<file path="src/rtl/vex_issue_ctrl_pkg.sv">
// Shared vector-lane package: issue FSM state encoding and the default
// multiplier latency, also used by the vex execution lane.
package vex_issue_ctrl_pkg;

  // Extra cycles a multiply takes over a single-cycle op.
  localparam int unsigned VEX_MUL_LATENCY = 3;

  typedef enum logic [1:0] {
    RUN       = 2'd0,
    PERM_WAIT = 2'd1,
    PERM_WB   = 2'd2
  } vex_issue_state_e;

endpackage

</file>
<file path="src/rtl/vex_issue_ctrl_wb_reserve.sv">
// vex_wb_reserve: writeback reservation shift register with a parallel tag
// array for the vex issue controller.
//   clk, rst           : clock, asynchronous active-low reset
//   ins_en/ins_mul/tag : insert a reservation (slot MUL_LATENCY when mul,
//                        slot 0 otherwise, in the post-shift view)
//   q_src1..3, q_used  : source tags queried against pending reservations
//   slot0_busy         : post-shift slot 0 is taken (non-mul collision)
//   any_busy           : any pending reservation in the post-shift view
//   src_hit            : per-source tag match against pending reservations
//   wb_valid, wb_tag   : stored slot 0, i.e. the writeback of this cycle
module vex_wb_reserve
  import vex_issue_ctrl_pkg::*;
#(
  parameter int unsigned MUL_LATENCY = VEX_MUL_LATENCY,
  parameter int unsigned REG_BITS    = 5
) (
  input  logic                clk,
  input  logic                rst,
  input  logic                ins_en,
  input  logic                ins_mul,
  input  logic [REG_BITS-1:0] ins_tag,
  input  logic [REG_BITS-1:0] q_src1,
  input  logic [REG_BITS-1:0] q_src2,
  input  logic [REG_BITS-1:0] q_src3,
  input  logic [2:0]          q_used,
  output logic                slot0_busy,
  output logic                any_busy,
  output logic [2:0]          src_hit,
  output logic                wb_valid,
  output logic [REG_BITS-1:0] wb_tag
);

  localparam int unsigned TW = (MUL_LATENCY + 1) * REG_BITS;

  // Stored index i+1 is post-shift slot i of the current cycle; stored
  // index 0 has already shifted out and is the writeback happening now.
  logic [MUL_LATENCY:0] res_q, res_d;
  logic [TW-1:0]        tag_q, tag_d;
  logic [MUL_LATENCY:1] hit1, hit2, hit3;

  always_comb begin
    res_d = {1'b0, res_q[MUL_LATENCY:1]};
    tag_d = {{REG_BITS{1'b0}}, tag_q[TW-1:REG_BITS]};
    // Insertion overrides the shifted-in value; the target slot was
    // already checked free against the post-shift view.
    if (ins_en) begin
      if (ins_mul) begin
        res_d[MUL_LATENCY]                      = 1'b1;
        tag_d[MUL_LATENCY*REG_BITS +: REG_BITS] = ins_tag;
      end else begin
        res_d[0]              = 1'b1;
        tag_d[REG_BITS-1:0]   = ins_tag;
      end
    end
  end

  for (genvar g = 1; g <= MUL_LATENCY; g++) begin : g_match
    always_comb begin
      hit1[g] = res_q[g] && (tag_q[g*REG_BITS +: REG_BITS] == q_src1);
      hit2[g] = res_q[g] && (tag_q[g*REG_BITS +: REG_BITS] == q_src2);
      hit3[g] = res_q[g] && (tag_q[g*REG_BITS +: REG_BITS] == q_src3);
    end
  end

  always_comb begin
    slot0_busy = res_q[1];
    any_busy   = |res_q[MUL_LATENCY:1];
    src_hit    = {q_used[2] && (|hit3), q_used[1] && (|hit2), q_used[0] && (|hit1)};
    wb_valid   = res_q[0];
    wb_tag     = tag_q[REG_BITS-1:0];
  end

  always_ff @(posedge clk or negedge rst) begin
    if (!rst) begin
      res_q <= '0;
      tag_q <= '0;
    end else begin
      res_q <= res_d;
      tag_q <= tag_d;
    end
  end

endmodule

</file>
<file path="src/rtl/vex_issue_ctrl.sv">
// vex_issue_ctrl: issue controller in front of the vector lane execution
// stage. Decides per cycle whether a decoded micro-op may enter the lane,
// accounting for multiplier latency, writeback slot collisions, RAW/WAW
// hazards (in-flight results and a pending load) and the permutation
// handshake; drives the issue strobe and a predicted writeback strobe/tag.
//   clk, rst                    : clock, asynchronous active-low reset
//   in_valid/in_ready           : upstream micro-op handshake
//   in_dest, in_src1..3         : register tags; in_src_used bit0 = src1
//   in_mul, in_perm             : op class
//   load_pending, load_dest     : outstanding vector load
//   perm_done                   : permutation result pulse
//   issue_valid, issue_mul      : issue strobe to the lane
//   wb_valid, wb_dest           : predicted writeback this cycle
//   busy                        : reservations pending or FSM not in RUN
module vex_issue_ctrl
  import vex_issue_ctrl_pkg::*;
#(
  parameter int unsigned MUL_LATENCY = VEX_MUL_LATENCY,
  parameter int unsigned REG_BITS    = 5
) (
  input  logic                clk,
  input  logic                rst,
  input  logic                in_valid,
  output logic                in_ready,
  input  logic [REG_BITS-1:0] in_dest,
  input  logic [REG_BITS-1:0] in_src1,
  input  logic [REG_BITS-1:0] in_src2,
  input  logic [REG_BITS-1:0] in_src3,
  input  logic [2:0]          in_src_used,
  input  logic                in_mul,
  input  logic                in_perm,
  input  logic                load_pending,
  input  logic [REG_BITS-1:0] load_dest,
  input  logic                perm_done,
  output logic                issue_valid,
  output logic                issue_mul,
  output logic                wb_valid,
  output logic [REG_BITS-1:0] wb_dest,
  output logic                busy
);

  vex_issue_state_e    state_q, state_d;
  logic [REG_BITS-1:0] perm_dest_q, perm_dest_d;

  logic                ins_en;
  logic                slot0_busy;
  logic                any_busy;
  logic [2:0]          src_hit;
  logic                res_wb_valid;
  logic [REG_BITS-1:0] res_wb_tag;
  logic                load_raw;
  logic                load_waw;
  logic                collision;

  vex_wb_reserve #(
    .MUL_LATENCY(MUL_LATENCY),
    .REG_BITS   (REG_BITS)
  ) u_reserve (
    .clk       (clk),
    .rst       (rst),
    .ins_en    (ins_en),
    .ins_mul   (in_mul),
    .ins_tag   (in_dest),
    .q_src1    (in_src1),
    .q_src2    (in_src2),
    .q_src3    (in_src3),
    .q_used    (in_src_used),
    .slot0_busy(slot0_busy),
    .any_busy  (any_busy),
    .src_hit   (src_hit),
    .wb_valid  (res_wb_valid),
    .wb_tag    (res_wb_tag)
  );

  always_comb begin
    state_d     = state_q;
    perm_dest_d = perm_dest_q;

    load_raw  = load_pending &&
                ((in_src_used[0] && (in_src1 == load_dest)) ||
                 (in_src_used[1] && (in_src2 == load_dest)) ||
                 (in_src_used[2] && (in_src3 == load_dest)));
    load_waw  = load_pending && (in_dest == load_dest);
    // A mul lands in the top slot, which is always empty after the shift.
    collision = !in_mul && slot0_busy;

    in_ready    = (state_q == RUN) && !collision && !(|src_hit) &&
                  !load_raw && !load_waw && (!in_perm || !any_busy);
    issue_valid = in_valid && in_ready;
    issue_mul   = issue_valid && in_mul;
    // Perm results return through PERM_WB, not through a reservation.
    ins_en      = issue_valid && !in_perm;

    unique case (state_q)
      RUN: begin
        if (issue_valid && in_perm) begin
          state_d     = PERM_WAIT;
          perm_dest_d = in_dest;
        end
      end
      PERM_WAIT: if (perm_done) state_d = PERM_WB;
      PERM_WB:   state_d = RUN;
      default:   state_d = RUN;
    endcase

    wb_valid = res_wb_valid || (state_q == PERM_WB);
    wb_dest  = (state_q == PERM_WB) ? perm_dest_q : res_wb_tag;
    busy     = any_busy || (state_q != RUN);
  end

  always_ff @(posedge clk or negedge rst) begin
    if (!rst) begin
      state_q     <= RUN;
      perm_dest_q <= '0;
    end else begin
      state_q     <= state_d;
      perm_dest_q <= perm_dest_d;
    end
  end

endmodule

</file>
<file path="config.mk">
export PLATFORM = sky130hd
export DESIGN_NAME = vex_issue_ctrl
export DESIGN_NICKNAME = d
export VERILOG_FILES = /design/src/rtl/vex_issue_ctrl_pkg.sv /design/src/rtl/vex_issue_ctrl_wb_reserve.sv /design/src/rtl/vex_issue_ctrl.sv
export SDC_FILE = /design/constraint.sdc
export NUM_CORES = 1
export LEC_CHECK = 0
export CAP_MARGIN = 20
export CORE_UTILIZATION = 30
export CTS_CLUSTER_DIAMETER = 60
export DETAILED_ROUTE_END_ITERATION = 6
export PLACE_DENSITY = 0.66
export SETUP_SLACK_MARGIN = 0.05
export SYNTH_ARGS = -nofsm -noshare
export SYNTH_HDL_FRONTEND = slang
export SYNTH_SLANG_ARGS = --single-unit
</file>
<file path="constraint.sdc">
create_clock -name clk -period 1.9 [get_ports clk]
set_input_delay 0.38 -clock clk [delete_from_list [all_inputs] [get_ports clk]]
set_output_delay 0.38 -clock clk [all_outputs]
set_load 0.03 [all_outputs]
</file>
==> reports/metrics.yaml, run 1 <==
outcome:
  status: "finished, violations left"
  violations: "setup timing"
detailed_routing:
  routed_wl_um: 5570
  drtIter0Drc: 77
  avgViaCountPerCell: 4.82
  first_pass_iters: 4
  post-route-drc-count: 0
  wl_per_cell_um: 16.2
  ant_nets: 0
  dr_total_vias: 1662
floorplan:
  ios: 45
  rows: 28
  coreArea_um2: 6060
  die_h_um: 82.2
  dieArea_um2: 6750
  dieWidth_um: 82.2
  start_util: 0.318
global_route:
  grt_pass1_wl_um: 8650
  grt_util_all_layers: 0.182
  grt_antenna_before_repair: 0
  grt_overflow_total: 0
  grt_pass1_vias: 1717
  grt_max_degree: 32
timing:
  drv_slew: 0
  period_minus_slack_ps: 2420
  setup_slack_ps: -525
  tightest_slew_ps: 410
  setup_viol: 21
  hold_violations: 0
  period_share: 1.28
  clock-skew-final_ps: 7.51
  max-slew-margin-rel: 0.727
  max_freq_ghz: 0.412
  rsz0062_at_grt: "yes"
cells_and_area:
  num-fill-cells: 559
  final_cells: 345
  n_antenna_cell: 0
  areaGrowthSynthToFinish_pct: 59.1
  final_common_cell: "xor2_1"
  layout-drive-gt1-share: 0.437
  nNetsFinal: 305
  mostFrequentLayoutCells: "42 x xor2_1, 40 x buf_4, 26 x dfrtp_1, 18 x xnor2_1, 18 x buf_6"
  multi_input_area_um2: 1270
  seq_area_um2: 782
worst_setup_path:
  cp_top_family: "simple AND/OR/NAND/NOR gates"
  worstSetupStartpointType: "flop"
  worst-path-stages: 8
  crit_type: "flop to primary output"
  worst_r2r_path_depth: 10
  cp.required_ps: 1520
  max_stage_delay_ps: 430
  worst-path-max-fanout: 4
  critPathCaptureType: "primary output"
  worstPathBufferInverterCount: 2
  cp.arrival_ps: 2040
  slowest_stage: "dfrtp_1"
  crit_chain: "xor2_1 > nor4_2 > nand4_1 > nand4_2 > nor4_4 > buf_4 > and2_4 > buf_6"
clocking:
  cts_htree_levels: 2
  cts.sink_count: 31
  ctsHoldBuffers: 0
  clk_pin_slew_ps: 70
  clkLatencyLatePin_ps: 290
  cts_root_buf: "clkbuf_8"
  cts_inserted_buffers: 5
  clk_path_buf_depth: 2
  cts_tree: "done"
yosys:
  yosysWarnings: 0
  synth_top_area_frac: 0.402
  synth.largest_area_cell: "dfrtp_1"
  synth_ff_type: "dfrtp_1"
  netlist_area_um2: 1930
  synth_cell_types: 26
  syn-mean-instance-area_um2: 11.2
  syn_inst: 172
  synth_fp_nets: 207
  yosys-top-cells-area: "dfrtp_1 40%, xor2_1 21%, xnor2_1 8.2%"
  synth_seq_cells: 31
  async_reset_ff_frac: 1.00
  synth_seq_area_share: 0.402
  synth_edf_count: 0
placement:
  globalplace.congestion: 0.889
  io_buffers: 44
  place.detailed.hpwl_um: 4260
  place_ws_ps: -961
  dp.cells: 330
pwr:
  leakage_nw: 1.47
  vdd_drop_max_v: 0.000413
  p_per_area_nw_per_um2: 747
job:
  cap_violations: 0
hold_path:
  hold_depth: 0
  hold_path_class: "flop to flop"
==> final timing paths <==
kind	start	slack [ps]	end
max in group asynchronous	rst	1100	u_reserve.tag_q[8]
min in group asynchronous	rst	480	u_reserve.tag_q[6]
worst max-delay path	u_reserve.tag_q[10]	-520	issue_valid
worst min register to register	u_reserve.tag_q[14]	470	u_reserve.tag_q[9]
worst min-delay path	u_reserve.tag_q[14]	470	u_reserve.tag_q[9]
worst max register to register	u_reserve.tag_q[5]	-320	perm_dest_q[1]
==> metrics by stage <==
| stage | setup TNS (ps) | total power [mW] | hold slack [ps] | util | area [um^2] |
|---|---|---|---|---|---|
| global route | -7880 | 2.40 | 490 | 0.506 | 3070 |
| global placement | -17720 | 1.61 | 468 | 0.454 | 2750 |
| detailed placement | -17750 | 1.62 | 475 | 0.454 | 2750 |
| floorplan | -5130 | 1.24 | 84.4 | - | 1940 |
| CTS | -6110 | 2.27 | 464 | 0.497 | 3010 |
| finish | -5030 | 2.29 | 466 | 0.506 | 3070 |
==> power breakdown <==
| group | internal [mW] | leakage (nW) | switching (mW) |
|---|---|---|---|
| Clock | 0.284 | 0.0470 | 0.260 |
| Combinational | 0.498 | 1.01 | 0.436 |
| Sequential | 0.754 | 0.408 | 0.0587 |
==> area by class of cell <==
type                            count  share of cell area
Clock buffer                        6              0.0269
Clock inverter                      1             0.00163
Tap cell                           75              0.0306
Inverter                            3             0.00367
Sequential cell                    31               0.255
Multi-Input combinational cell    135               0.414
Timing Repair Buffer               94               0.268
==> logic make-up after synthesis <==
logic type | share of synthesized area
AO/OA/AOI/OAI | 0.0188
XOR/XNOR | 0.295
buffers and inverters | 0.0162
flip-flops | 0.402
multiplexers | 0.0973
AND/OR/NAND/NOR | 0.170
==> sequential cells by signal, indices dropped and copies added (netlist names) <==
| register | count |
|---|---|
| perm_dest_q | 5 |
| state_q | 2 |
| u_reserve.res_q | 4 |
| u_reserve.tag_q | 20 |
==> repair_timing <==
item / CTS / global route
resized for setup: 94 / 30
pin swaps: 21 / 16
gates cloned: 0 / 0
buffers inserted: 13 / 3
endpoints found under the setup margin: 27 / 28
==> routing by layer <==
layer | global-route usage | vias up | wire length, um
met5 | 0 | - | 0
met4 | 0.0614 | 0 | 127
met3 | 0.0516 | 10 | 306
met2 | 0.294 | 60 | 2660
met1 | 0.232 | 800 | 2480
li1 | - | 792 | -
==> cells in the mapped netlist (2+ instances only) <==
cell	count
or2_2	2
dfrtp_1	31
nand3_1	5
xor2_1	47
nor2b_1	2
nor3_1	2
nand4_2	2
nor4_1	11
inv_1	3
and2_1	4
and3_1	6
xnor2_1	18
mux2_1	2
nand4_1	10
mux2_2	8
nor2_1	2
mux2_4	5
o21ai_0	4
Power figures use the tool's default switching activity.
==> run 2: changes to the inputs <==
--- a/config.mk
+++ b/config.mk
@@ -6,6 +6,7 @@
 export NUM_CORES = 1
 export LEC_CHECK = 0
 export CAP_MARGIN = 20
+export CORE_ASPECT_RATIO = 1.4
 export CORE_UTILIZATION = 30
 export CTS_CLUSTER_DIAMETER = 60
 export DETAILED_ROUTE_END_ITERATION = 6
==> run 2 against run 1 <==
Effect of this change: the run still ends with setup timing left; cell area is essentially flat; setup slack better by 51 ps; critical endpoint unchanged; worst hold slack got worse by 2.5 ps.
==> reports/metrics.yaml, run 2 (synthesized netlist as in run 1, its figures left out) <==
outcome:
  status: "finished, violations left"
  violations: "setup timing"
cells_and_area:
  mostFrequentLayoutCells: "42 x buf_4, 40 x xor2_1, 23 x dfrtp_1, 17 x xnor2_1, 16 x buf_6"
  top_regs: "u_reserve.tag_q x20, perm_dest_q x5, u_reserve.res_q x4"
  regMostFlops: "u_reserve.tag_q"
  layout-drive-gt1-share: 0.474
  largest_reg_flops: 20
  num-fill-cells: 586
  areaGrowthSynthToFinish_pct: 59.1
  finish.utilization: 0.494
  n_antenna_cell: 0
  nNetsFinal: 304
  final_common_cell: "buf_4"
floorplan:
  dieWidth_um: 69.8
  ios: 45
  start_util: 0.310
  coreArea_um2: 6210
  die_h_um: 96.9
  rows: 34
  dieArea_um2: 6760
clocking:
  ctsHoldBuffers: 0
  clk_path_buf_depth: 2
  clk_pin_slew_ps: 70
  cts_root_buf: "clkbuf_8"
  clkLatencyLatePin_ps: 290
  cts.sink_count: 31
  cts_inserted_buffers: 5
  cts_tree: "done"
  cts_htree_levels: 2
worst_setup_path:
  cp.arrival_ps: 1990
  crit_type: "flop to primary output"
  crit_chain: "xor2_1 > nor4_1 > nand4_1 > nand4_2 > nor4_4 > and2_4 > buf_6"
  worstSetupStartpointType: "flop"
  max_stage_delay_ps: 450
  slowest_stage: "dfrtp_2"
  worst-path-max-fanout: 4
  cp.required_ps: 1520
  critPathCaptureType: "primary output"
timing:
  max-slew-margin-rel: 0.698
  drv_slew: 0
  setup_slack_ps: -474
  rsz0062_at_grt: "yes"
  final.setup.tns_ps: -6290
  period_share: 1.25
  hold_violations: 0
  setup_viol: 21
  period_minus_slack_ps: 2370
  tightest_slew_ps: 449
  max_freq_ghz: 0.421
  clock-skew-final_ps: 8.88
detailed_routing:
  routed_wl_um: 5540
  post-route-drc-count: 0
  ant_nets: 0
  avgViaCountPerCell: 4.88
  wl_per_cell_um: 16.2
  dr_total_vias: 1668
  drtIter0Drc: 79
  first_pass_iters: 4
global_route:
  grt_pass1_wl_um: 8630
  grt_pass1_vias: 1742
  grt_overflow_total: 0
  grt_antenna_before_repair: 0
  grt_util_all_layers: 0.170
  grt_max_degree: 32
job:
  cap_violations: 0
placement:
  place.detailed.hpwl_um: 4290
  io_buffers: 44
  globalplace.congestion: 0.879
hold_path:
  hold_path_class: "flop to flop"
pwr:
  p_per_area_nw_per_um2: 734
  vdd_drop_max_v: 0.000337
  leakage_nw: 1.47
[run 2: cell count changes in the layout (fill, tap and decap cells not counted), moves of 3 or more]
cell / before / now
dfrtp_2: 5 / 8
dlygate4sd2_1: 16 / 13
clkdlybuf4s50_1: 10 / 7
dfrtp_1: 26 / 23
clkbuf_2: 4 / 9
[run 2: timing repair]
action                                  CTS  global route
pin swaps                                22            16
resized for setup                        83            61
endpoints found under the setup margin   27            27
setup buffers                             8             0
[run 2: critical path: cells and delay by family (launching register included)]
kind	cells	cell delay, ps
flops	1	450
buf+inv	1	130
simple gates	5	990
xor+xnor	1	160
[run 2: worst paths after layout]
check | start | endpoint | slack, ps | depth (start not counted)
max | u_reserve.tag_q[10] | issue_valid | -470 | 7
min | u_reserve.tag_q[10] | u_reserve.tag_q[5] | 460 | 0
max reg2reg | u_reserve.tag_q[10] | u_reserve.tag_q[4] | -380 | 9
min reg2reg | u_reserve.tag_q[10] | u_reserve.tag_q[5] | 460 | 0
max in group asynchronous | rst | u_reserve.tag_q[16] | 1100 | 2
min in group asynchronous | rst | u_reserve.tag_q[0] | 480 | 2
[run 2: report_power, final]
part	internal (mW)	switching (mW)	total, mW	leakage (nW)
logic	0.493	0.428	0.921	1.03
registers	0.755	0.0607	0.815	0.403
clock network	0.254	0.261	0.515	0.0402
[run 2: layer usage]
| layer | GRT usage | vias up | routed length, um |
|---|---|---|---|
| met2 | 0.294 | 52 | 2900 |
| met5 | 0 | - | 0 |
| met4 | 0.0815 | 0 | 220 |
| met3 | 0.0302 | 14 | 196 |
| li1 | - | 786 | - |
| met1 | 0.199 | 816 | 2220 |
[run 2: metrics by stage]
stage / hold WS [ps] / worst slack (ps) / total power, mW / cells / instance area [um^2]
2_1_floorplan: 84.4 / -427 / 1.24 / 172 / 1940
3_3_place_gp: 433 / -886 / 1.60 / 328 / 2760
6_report: 464 / -474 / 2.25 / 342 / 3070
3_5_place_dp: 419 / -942 / 1.61 / 328 / 2760
4_1_cts: 454 / -442 / 2.18 / 342 / 2930
5_1_grt: 473 / -567 / 2.38 / 342 / 3070
[run 2: cell type report]
class,instances,area [um^2],share of cell area
timing repair buffer,93,792,0.258
sequential,31,786,0.256
multi-input combinational,135,1300,0.424
tap,72,90.1,0.0294
inverter,3,11.3,0.00367
clock buffer,5,68.8,0.0224
clock inverter,3,20.0,0.00653
